[src/rtl/fp_mul_pkg.sv]
// Shared types and helpers for the pipelined floating-point multiplier.
// Widths are supplied by the caller so one package serves every format.
package fp_mul_pkg;

   typedef enum logic [1:0] {
      FP_ZERO,
      FP_NORM,
      FP_INF,
      FP_NAN
   } fp_class_e;

   localparam int FLAG_INEXACT   = 0;
   localparam int FLAG_UNDERFLOW = 1;
   localparam int FLAG_OVERFLOW  = 2;
   localparam int FLAG_INVALID   = 3;
   localparam int FLAG_W         = 4;

   function automatic int fp_bias(input int exp_w);
      return (1 << (exp_w - 1)) - 1;
   endfunction

   // {0, all-ones exponent, fraction MSB set}; callers keep the low 1+exp_w+man_w bits.
   function automatic logic [63:0] fp_canon_nan(input int exp_w, input int man_w);
      return (((64'd1 << exp_w) - 64'd1) << man_w) | (64'd1 << (man_w - 1));
   endfunction

   function automatic fp_class_e fp_classify(input logic exp_zero, input logic exp_ones,
                                             input logic frac_zero);
      if (exp_zero)
         return FP_ZERO;
      else if (exp_ones)
         return frac_zero ? FP_INF : FP_NAN;
      else
         return FP_NORM;
   endfunction

endpackage

[src/rtl/fp_mul_pipe_mant.sv]
// Unsigned significand multiplier followed by a stall-able register chain;
// the chain gives synthesis retiming room to spread the multiply array.
module fp_mant_mul_pipe #(
   parameter int SIG_W  = 11,
   parameter int STAGES = 4
) (
   input  logic                 clk,
   input  logic                 en,
   input  logic [SIG_W-1:0]     x,
   input  logic [SIG_W-1:0]     y,
   output logic [2*SIG_W-1:0]   p
);

   logic [2*SIG_W-1:0] pipe [STAGES];

   // NOTE: pure datapath registers carry no reset; the valid bits travelling
   // alongside them decide whether their contents mean anything.
   always_ff @(posedge clk) begin
      if (en) begin
         pipe[0] <= {{SIG_W{1'b0}}, x} * {{SIG_W{1'b0}}, y};
         for (int i = 1; i < STAGES; i++)
            pipe[i] <= pipe[i-1];
      end
   end

   assign p = pipe[STAGES-1];

endmodule

[src/rtl/fp_mul_pipe.sv]
// Pipelined IEEE-754-style multiplier: classify at the input, carry the
// special-case sideband beside the significand product, round/pack at the end.
module fp_mul_pipe
   import fp_mul_pkg::*;
#(
   parameter int EXP_W   = 5,
   parameter int MAN_W   = 10,
   parameter int LATENCY = 5
) (
   input  logic                   clk,
   input  logic                   rst,
   input  logic                   in_valid,
   output logic                   in_ready,
   input  logic [EXP_W+MAN_W:0]   a,
   input  logic [EXP_W+MAN_W:0]   b,
   output logic                   out_valid,
   input  logic                   out_ready,
   output logic [EXP_W+MAN_W:0]   result,
   output logic [3:0]             flags
);

   localparam int W     = 1 + EXP_W + MAN_W;
   localparam int SIG_W = MAN_W + 1;
   localparam int PW    = 2 * SIG_W;
   localparam int EW    = EXP_W + 2;
   localparam int DEPTH = LATENCY - 1;

   localparam logic [EW-1:0]        BIAS_E     = EW'(fp_bias(EXP_W));
   localparam logic signed [EW-1:0] EXP_MAX    = EW'((1 << EXP_W) - 1);
   localparam logic signed [EW-1:0] EXP_ZERO   = '0;
   localparam logic [63:0]          CANON_FULL = fp_canon_nan(EXP_W, MAN_W);
   localparam logic [W-1:0]         CANON_NAN  = CANON_FULL[W-1:0];

   typedef struct packed {
      logic                   sign;
      fp_class_e              cls;
      logic                   invalid;
      logic signed [EW-1:0]   exp;
   } side_t;

   logic en;
   assign en       = !out_valid || out_ready;
   assign in_ready = en;

   logic               sa, sb;
   logic [EXP_W-1:0]   ea, eb;
   logic [MAN_W-1:0]   fa, fb;
   fp_class_e          ca, cb;
   side_t              side_in;

   assign {sa, ea, fa} = a;
   assign {sb, eb, fb} = b;
   assign ca = fp_classify(ea == '0, &ea, fa == '0);
   assign cb = fp_classify(eb == '0, &eb, fb == '0);

   // NOTE: every always_comb output gets a default first so no path leaves a latch.
   always_comb begin
      side_in.sign    = sa ^ sb;
      side_in.cls     = FP_NORM;
      side_in.invalid = 1'b0;
      side_in.exp     = {2'b00, ea} + {2'b00, eb} - BIAS_E;
      if (ca == FP_NAN || cb == FP_NAN) begin
         side_in.cls = FP_NAN;
      end else if ((ca == FP_INF && cb == FP_ZERO) || (ca == FP_ZERO && cb == FP_INF)) begin
         side_in.cls     = FP_NAN;
         side_in.invalid = 1'b1;
      end else if (ca == FP_INF || cb == FP_INF) begin
         side_in.cls = FP_INF;
      end else if (ca == FP_ZERO || cb == FP_ZERO) begin
         side_in.cls = FP_ZERO;
      end
   end

   logic [PW-1:0] prod;

   fp_mant_mul_pipe #(
      .SIG_W  (SIG_W),
      .STAGES (DEPTH)
   ) u_mant (
      .clk (clk),
      .en  (en),
      .x   ({1'b1, fa}),
      .y   ({1'b1, fb}),
      .p   (prod)
   );

   side_t side_q [DEPTH];
   logic  vld_q  [DEPTH];

   always_ff @(posedge clk) begin
      if (rst) begin
         for (int i = 0; i < DEPTH; i++)
            vld_q[i] <= 1'b0;
      end else if (en) begin
         vld_q[0] <= in_valid;
         for (int i = 1; i < DEPTH; i++)
            vld_q[i] <= vld_q[i-1];
      end
   end

   always_ff @(posedge clk) begin
      if (en) begin
         side_q[0] <= side_in;
         for (int i = 1; i < DEPTH; i++)
            side_q[i] <= side_q[i-1];
      end
   end

   side_t                sd;
   logic [PW-2:0]        norm;
   logic [MAN_W-1:0]     frac;
   logic                 guard, sticky, inc;
   logic [MAN_W:0]       frac_r;
   logic signed [EW-1:0] e_fin;
   logic [W-1:0]         res_d;
   logic [3:0]           flags_d;

   assign sd = side_q[DEPTH-1];

   // norm drops the leading one; the product is in [1,4) so at most one shift is needed.
   always_comb begin
      norm    = prod[PW-1] ? prod[PW-2:0] : {prod[PW-3:0], 1'b0};
      frac    = norm[PW-2 -: MAN_W];
      guard   = norm[MAN_W];
      sticky  = |norm[MAN_W-1:0];
      inc     = guard & (sticky | frac[0]);
      frac_r  = {1'b0, frac} + {{MAN_W{1'b0}}, inc};
      e_fin   = sd.exp + EW'(prod[PW-1]) + EW'(frac_r[MAN_W]);
      res_d   = '0;
      flags_d = '0;
      case (sd.cls)
         FP_NAN: begin
            res_d                 = CANON_NAN;
            flags_d[FLAG_INVALID] = sd.invalid;
         end
         FP_INF:  res_d = {sd.sign, {EXP_W{1'b1}}, {MAN_W{1'b0}}};
         FP_ZERO: res_d = {sd.sign, {(W-1){1'b0}}};
         default: begin
            if (e_fin >= EXP_MAX) begin
               res_d                  = {sd.sign, {EXP_W{1'b1}}, {MAN_W{1'b0}}};
               flags_d[FLAG_OVERFLOW] = 1'b1;
               flags_d[FLAG_INEXACT]  = 1'b1;
            end else if (e_fin <= EXP_ZERO) begin
               res_d                   = {sd.sign, {(W-1){1'b0}}};
               flags_d[FLAG_UNDERFLOW] = 1'b1;
               flags_d[FLAG_INEXACT]   = 1'b1;
            end else begin
               res_d                 = {sd.sign, e_fin[EXP_W-1:0], frac_r[MAN_W-1:0]};
               flags_d[FLAG_INEXACT] = guard | sticky;
            end
         end
      endcase
   end

   always_ff @(posedge clk) begin
      if (rst) begin
         out_valid <= 1'b0;
         result    <= '0;
         flags     <= '0;
      end else if (en) begin
         out_valid <= vld_q[DEPTH-1];
         if (vld_q[DEPTH-1]) begin
            result <= res_d;
            flags  <= flags_d;
         end
      end
   end

endmodule

[config.mk]
export PLATFORM = sky130hd
export DESIGN_NAME = fp_mul_pipe
export DESIGN_NICKNAME = d
export VERILOG_FILES = /design/src/rtl/fp_mul_pkg.sv /design/src/rtl/fp_mul_pipe_mant.sv /design/src/rtl/fp_mul_pipe.sv
export SDC_FILE = /design/constraint.sdc
export NUM_CORES = 1
export LEC_CHECK = 0
export BUFFER_PORTS_ARGS = -buffer_cell sky130_fd_sc_hd__buf_4
export CORE_UTILIZATION = 45
export CTS_CLUSTER_SIZE = 14
export DETAILED_ROUTE_END_ITERATION = 8
export HOLD_SLACK_MARGIN = 0.03
export PLACE_DENSITY_LB_ADDON = 0.15
export SETUP_SLACK_MARGIN = 0.4
export SLEW_MARGIN = 5
export SYNTH_ARGS = -nofsm -noshare
export SYNTH_HDL_FRONTEND = slang
export SYNTH_SLANG_ARGS = --single-unit
export TNS_END_PERCENT = 20
[constraint.sdc]
create_clock -name clk -period 8.1 [get_ports clk]
set_input_delay 1.62 -clock clk [delete_from_list [all_inputs] [get_ports clk]]
set_output_delay 1.62 -clock clk [all_outputs]
set_load 0.01 [all_outputs]
# [Word level (Yosys, flattened, before mapping)]
# Memory sizes are Yosys's and may differ from the RTL's.
# Cells that the tools add are included.
[totals] reg_bits=21 ramBits=136 wordCells=81 memories=3
[classes] n_addsub=5 n_mul=1 n_lt_le_gt_ge=2 eq_ne=6 mux=33 bitwise_logic=8 n_reduce_logical=20
[mem_list] name="u_mant.pipe" words=4 width=22 rd=4 rd_ports_with_merged_regs=0 wr=4 line="fp_mul_pipe_mant.sv:14" rtl="logic [2*SIG_W-1:0] pipe [STAGES];"
[mem_list] name="side_q" words=4 width=11 rd=4 rd_ports_with_merged_regs=0 wr=4 line="fp_mul_pipe.sv:87" rtl="side_t side_q [DEPTH];"
[mem_list] name="vld_q" words=4 width=1 rd=4 rd_ports_with_merged_regs=0 wr=4 line="fp_mul_pipe.sv:88" rtl="logic vld_q [DEPTH];"
[op_table] operator="16-bit case mux with 3 select lines" n=1
[op_table] operator="15-bit two-way mux" n=2
[op_table] operator="11-bit by 11-bit multiplier with 22-bit output" n=1
[op_table] operator="1-bit two-way mux" n=21
[op_table] operator="21-bit two-way mux" n=1
[op_table] operator="10-bit zero test" n=2
[op_table] operator="7-bit by 1-bit adder with 7-bit output" n=2
[op_table] operator="2-bit two-way mux" n=7
[op_table] operator="2-bit equality test, second input constant" n=6
[op_table] operator="10-bit by 1-bit adder with 11-bit output" n=1
[op_table] operator="5-bit zero test" n=2
[op_table] operator="5-bit AND reduction" n=2
[op_table] operator="10-bit OR reduction" n=1
[op_table] operator="7-bit by 6-bit greater-or-equal comparator with 1-bit output, second input constant" n=1
[op_table] operator="7-bit by 1-bit less-or-equal comparator with 1-bit output, second input constant" n=1
[op_table] operator="6-bit by 4-bit subtractor with 7-bit output, second input constant" n=1
[op_table] operator="5-bit by 5-bit adder with 6-bit output" n=1
[op_table] operator="2-bit zero test" n=3
[op_table] operator="1-bit OR" n=6
[op_table] operator="1-bit logical OR" n=5
[op_table] operator="3-bit two-way mux" n=1
[op_table] operator="3-bit OR reduction" n=1
[op_table] operator="1-bit logical AND" n=2
[op_table] operator="2-bit AND reduction" n=1
[op_table] operator="other kinds (3)" n=3

# [Depth between registers and ports, before layout]
# An unclocked memory read counts as a cell.
[logic_depth] depth_word=11 ltp_mapped=19 mapped_depth_nobuf=17

# [Modules after synthesis]
# Synthesis repeated with hierarchy kept, for this count alone.
[hier_totals] hier_cells=866 area_unflattened_um2=10067.2
[modules_own_cells] module="fp_mant_mul_pipe" n_inst=1 cells_each=584 area_each_um2=6744.0
[modules_own_cells] module="fp_mul_pipe" n_inst=1 cells_each=282 area_each_um2=3323.2

# [Worst setup path before layout]
# No wires, ideal clock.
[synth_timing] path_kind="input to register" startpoint="in a[1]" endpoint="mem u_mant.pipe[0][18] (netlist bit) (data pin)" setup_ns=0.261 arrival_time_ns=6.095 path_slack_ns=1.745 stages=16 n_path_buf=1 path_cell_list="clkbuf_1 -> inv_1 -> fa_1 -> inv_1 -> fa_1 -> fa_1 -> fa_1 -> inv_1 -> fa_1 -> inv_1 -> ha_1 -> a211oi_2 -> nor4bb_1 -> a311oi_1 -> nand3_1 -> xor2_1"
[synth_rtl] element="start, declared" line="fp_mul_pipe.sv:14" rtl="input logic [EXP_W+MAN_W:0] a,"
[synth_rtl] element="end, declared" line="fp_mul_pipe_mant.sv:14"

==> results.txt <==
- Multi-input logic area: 4990 um^2
- Buffers inserted during clock tree synthesis total 17.
- Required time worst endpoint: 8.30 ns
- At the worst endpoint, the arrival time is about 6.5 ns.
- Total number of vias: 6180
* Final instance area: 11400 um^2
* Site Rows: 54
- The number of different library cells used by synthesis comes to 66.
- Using the TritonRoute via totals, the vias-per-cell ratio works out to 5.07.
- Setup total negative slack on the finished layout was measured at 0 ns.
- Origin of the worst setup path: a[5]
- Min Clock Period, post-route: 6.34 ns
- Cell Area, Synth: around 10000 um^2
- Type of the most critical hold path: reg -> reg
- STA classifies the critical path endpoint as a flip-flop.
- The cell sitting at the root of the clock tree is a sky130_fd_sc_hd__clkbuf_16.
- Violation count after the first detailed-route iteration: 285
* Initial Utilization: 0.462
* Highest-delay cell along the critical path: sky130_fd_sc_hd__fa_1
- Number of buffers inserted to repair setup after CTS: 0
- The number of nets handed over by synthesis was ~1100.
- Die outline area: 23100 um^2
* Count of cells resized by post-cts repair: 0
- Number of pins exceeding their max-slew limit in the final report: 0
* Max Freq: 158 MHz
* Pin count of the biggest net entering global routing: 89
- Area post-placement: 10800 um^2
- For this run, the register share of the synthesized area comes to 0.444.
* Antenna violations before repair: 0
- The detail route stage leaves a number of antenna-violating nets equal to 0.
- Worst relative slew slack: 0.296
- In the final layout, flip-flops and latches occupy 4500 um^2.
- Final total power: 3.91 mW
- The endpoint identified for the worst register-to-register timing path is result[9].
- Sort of element at the start of the critical path: input pin
- Worst-case register-to-register setup slack: 2.95 ns
- The flow ran to the end, but the final reports show violations.
* Mapped Cells: between 800 and 900
- Measured in cells, the most critical reg-to-reg path has a length of 16.
* Most instantiated flip-flop cell in the synthesis netlist: sky130_fd_sc_hd__edfxtp_1
* Chip Width: 152 um
- The cell family contributing the most delay on the critical path is adder cells.
- In the layout the commonest cells are 136 x sky130_fd_sc_hd__edfxtp_1, 132 x sky130_fd_sc_hd__inv_1, 82 x sky130_fd_sc_hd__fa_1.
* Critical Path Stages: 18
- The final number of hold-violating endpoints is 0.
- Ordered list of cells on the worst path: buf_4, nand2_1, fa_1, inv_1, fa_1, inv_1, fa_1, inv_1, fa_1, inv_1, fa_1, inv_1, ha_1, a21oi_1, o211ai_1, o21ai_0, nand3_1, a311oi_1
* Worst setup path endpoint: u_mant.pipe[0][20]
* Overflow after GRT: 0
* Setup repair after global routing missed its margin: no
- Global placer's final weighted congestion: 0.839
* Number of hold buffers added after cts: 0
* Total buffers and inverters traversed by the critical path: 6
- The number of global-route vias before repair is just over 6000.
- In the final routed layout, each cell accounts on average for around 14 um.
* DRC violation count after routing: 11
* Yosys Warn Count: 0
- HPWL after detailed placement: about 13000 um
* Port-buffer cells: 57
- Core footprint: 22000 um^2
- Counting flops with a built-in enable in the synthesized netlist gives 136.
* Maximum number of buffers from clock root to sink: 2
* Global router's overall resource usage: 0.163
- Leakage: 5.08 nW
- Critical Setup Path Class: in -> reg
* Insertion delay of the later-clocked pin in the worst-skew pair: about 0.42 ns
- Leaving out fill and tap cells, the most frequent cell in the layout is sky130_fd_sc_hd__edfxtp_1.
* Synth-to-Final Area Change: 12.3%
* Final period util: 0.783
- Count of final setup violators: 0
- Counting tap cells, the placed design contains a total of 1188 instances.
- The worst register-to-register path begins at u_mant.pipe[3][21].
- Share of cells above drive strength 1: 0.109
- Largest voltage drop on the vdd net: 0.172 mV
- Measured along the y axis, the die boundary spans 152 um.
* Maximum Capacitance Violations: 0
- The largest single stage delay on the critical path is 0.53 ns.
* Post-route clock skew: 0.0101 ns
- Number of synthesized register bits: between 150 and 200
- TritonCTS built the clock tree.
* Per-instance average area after synthesis: 11.5 um^2
- Worst-path clk slew: 0.07 ns
- First-pass iteration count of the detailed router: 6
- Count of H-tree levels built during CTS: 4
- For this design, the sink count on the clock tree is roughly 160.
* Global-route wire length before repair: 30200 um
- Count of pins on the block boundary: 58
* Highest net fanout along the worst path: 11
- WL final: 17600 um
- Final nets: 1116
- On the final layout, the worst hold slack is approximately 0.41 ns.
- Filler Cell Count: 1940
- Of all flip-flops after synthesis, the portion carrying an async set or reset was 0.
- The count of cells in the finished layout, fillers not included, comes to 1220.
- In this run the power density over the cells is 343 nW/um^2.
* Slew at the pin closest to its max-slew limit: 1.06 ns
- The checks that failed: DRC.
- The number of antenna diodes in the final layout is 0.
[flip-flops by register name, indices dropped and copies added (netlist names)]
signal,cells
flags,4
side_q,44
vld_q,4
result,16
u_mant.pipe,88
out_valid,1
[worst register-to-register path: stages, from the launching register on]
cell	delay, ns
sky130_fd_sc_hd__edfxtp_1	0.80
sky130_fd_sc_hd__a21oi_1	0.14
sky130_fd_sc_hd__and3_1	0.23
sky130_fd_sc_hd__a21oi_1	0.15
sky130_fd_sc_hd__ha_1	0.24
sky130_fd_sc_hd__ha_1	0.24
sky130_fd_sc_hd__nand4_1	0.20
sky130_fd_sc_hd__nor3_1	0.31
sky130_fd_sc_hd__nand3_1	0.21
sky130_fd_sc_hd__fa_1	0.44
sky130_fd_sc_hd__inv_1	0.07
sky130_fd_sc_hd__ha_1	0.25
sky130_fd_sc_hd__nor2b_1	0.14
sky130_fd_sc_hd__a311o_1	0.36
sky130_fd_sc_hd__mux2i_1	0.71
sky130_fd_sc_hd__o2111ai_1	0.28
sky130_fd_sc_hd__a311oi_2	0.28
[Yosys cell counts, drive strengths merged, types with 10 or more instances]
| cell type | count | area, um^2 |
|---|---|---|
| a211oi | 11 | 87.6 |
| a21o | 10 | 75.1 |
| a21oi | 18 | 90.1 |
| and2 | 51 | 319 |
| clkbuf | 27 | 101 |
| dfxtp | 21 | 420 |
| edfxtp | 136 | 4080 |
| fa | 82 | 1640 |
| ha | 71 | 888 |
| inv | 133 | 499 |
| mux2i | 10 | 100 |
| nand2 | 80 | 303 |
| nand3 | 11 | 60.1 |
| nor2 | 49 | 184 |
| nor3 | 14 | 75.1 |
| nor4 | 10 | 62.6 |
| o21ai | 20 | 100 |
| xnor2 | 17 | 149 |
| xor2 | 14 | 123 |
[through the flow]
| stage | utilization | setup slack [ns] |
|---|---|---|
| 6_report | 0.519 | 1.76 |
| 5_1_grt | 0.519 | 1.51 |
| 4_1_cts | 0.519 | 1.79 |
| 3_5_place_dp | 0.491 | 1.36 |
| 3_3_place_gp | 0.491 | 1.38 |
| 2_1_floorplan | - | 1.74 |
[layer usage]
layer | track usage | wire, um
met4 | 0.0505 | 184
met1 | 0.225 | 8710
met2 | 0.264 | 8150
met5 | 0 | 0
met3 | 0.0268 | 507
[how the worst min path moves through the flow]
stage / from / end / cells past startpoint
2_1_floorplan: side_q[0][0] / side_q[1][0] / 0
3_3_place_gp: side_q[0][2] / side_q[1][2] / 0
3_5_place_dp: side_q[0][2] / side_q[1][2] / 0
4_1_cts: u_mant.pipe[2][14] / u_mant.pipe[3][14] / 0
5_1_grt: u_mant.pipe[0][8] / u_mant.pipe[1][8] / 0
6_report: u_mant.pipe[2][14] / u_mant.pipe[3][14] / 0
[layout make-up]
cell class | count | area share
clock buffer | 18 | 0.0377
clock inverter | 14 | 0.0150
inverter | 134 | 0.0444
multi-input combinational | 559 | 0.438
sequential | 157 | 0.395
tap | 280 | 0.0308
timing repair buffer | 58 | 0.0382
[report_power, final]
part | internal, mW | switching (mW)
clock | 0.442 | 0.343
sequential | 1.25 | 0.121
combinational | 0.763 | 0.991
total | 2.45 | 1.45
[logic make-up after synthesis]
| logic type | count (synthesis) | synth area share |
|---|---|---|
| and+or+nand+nor | 256 | 0.129 |
| buffers and inverters | 168 | 0.0633 |
| DFF | 157 | 0.444 |
| adders and majority gates | 153 | 0.249 |
| AOI/OAI and AO/OA | 108 | 0.0761 |
| xor gates and xnor gates | 31 | 0.0268 |
| muxes | 11 | 0.0110 |
(Power assumes the default switching activity.)
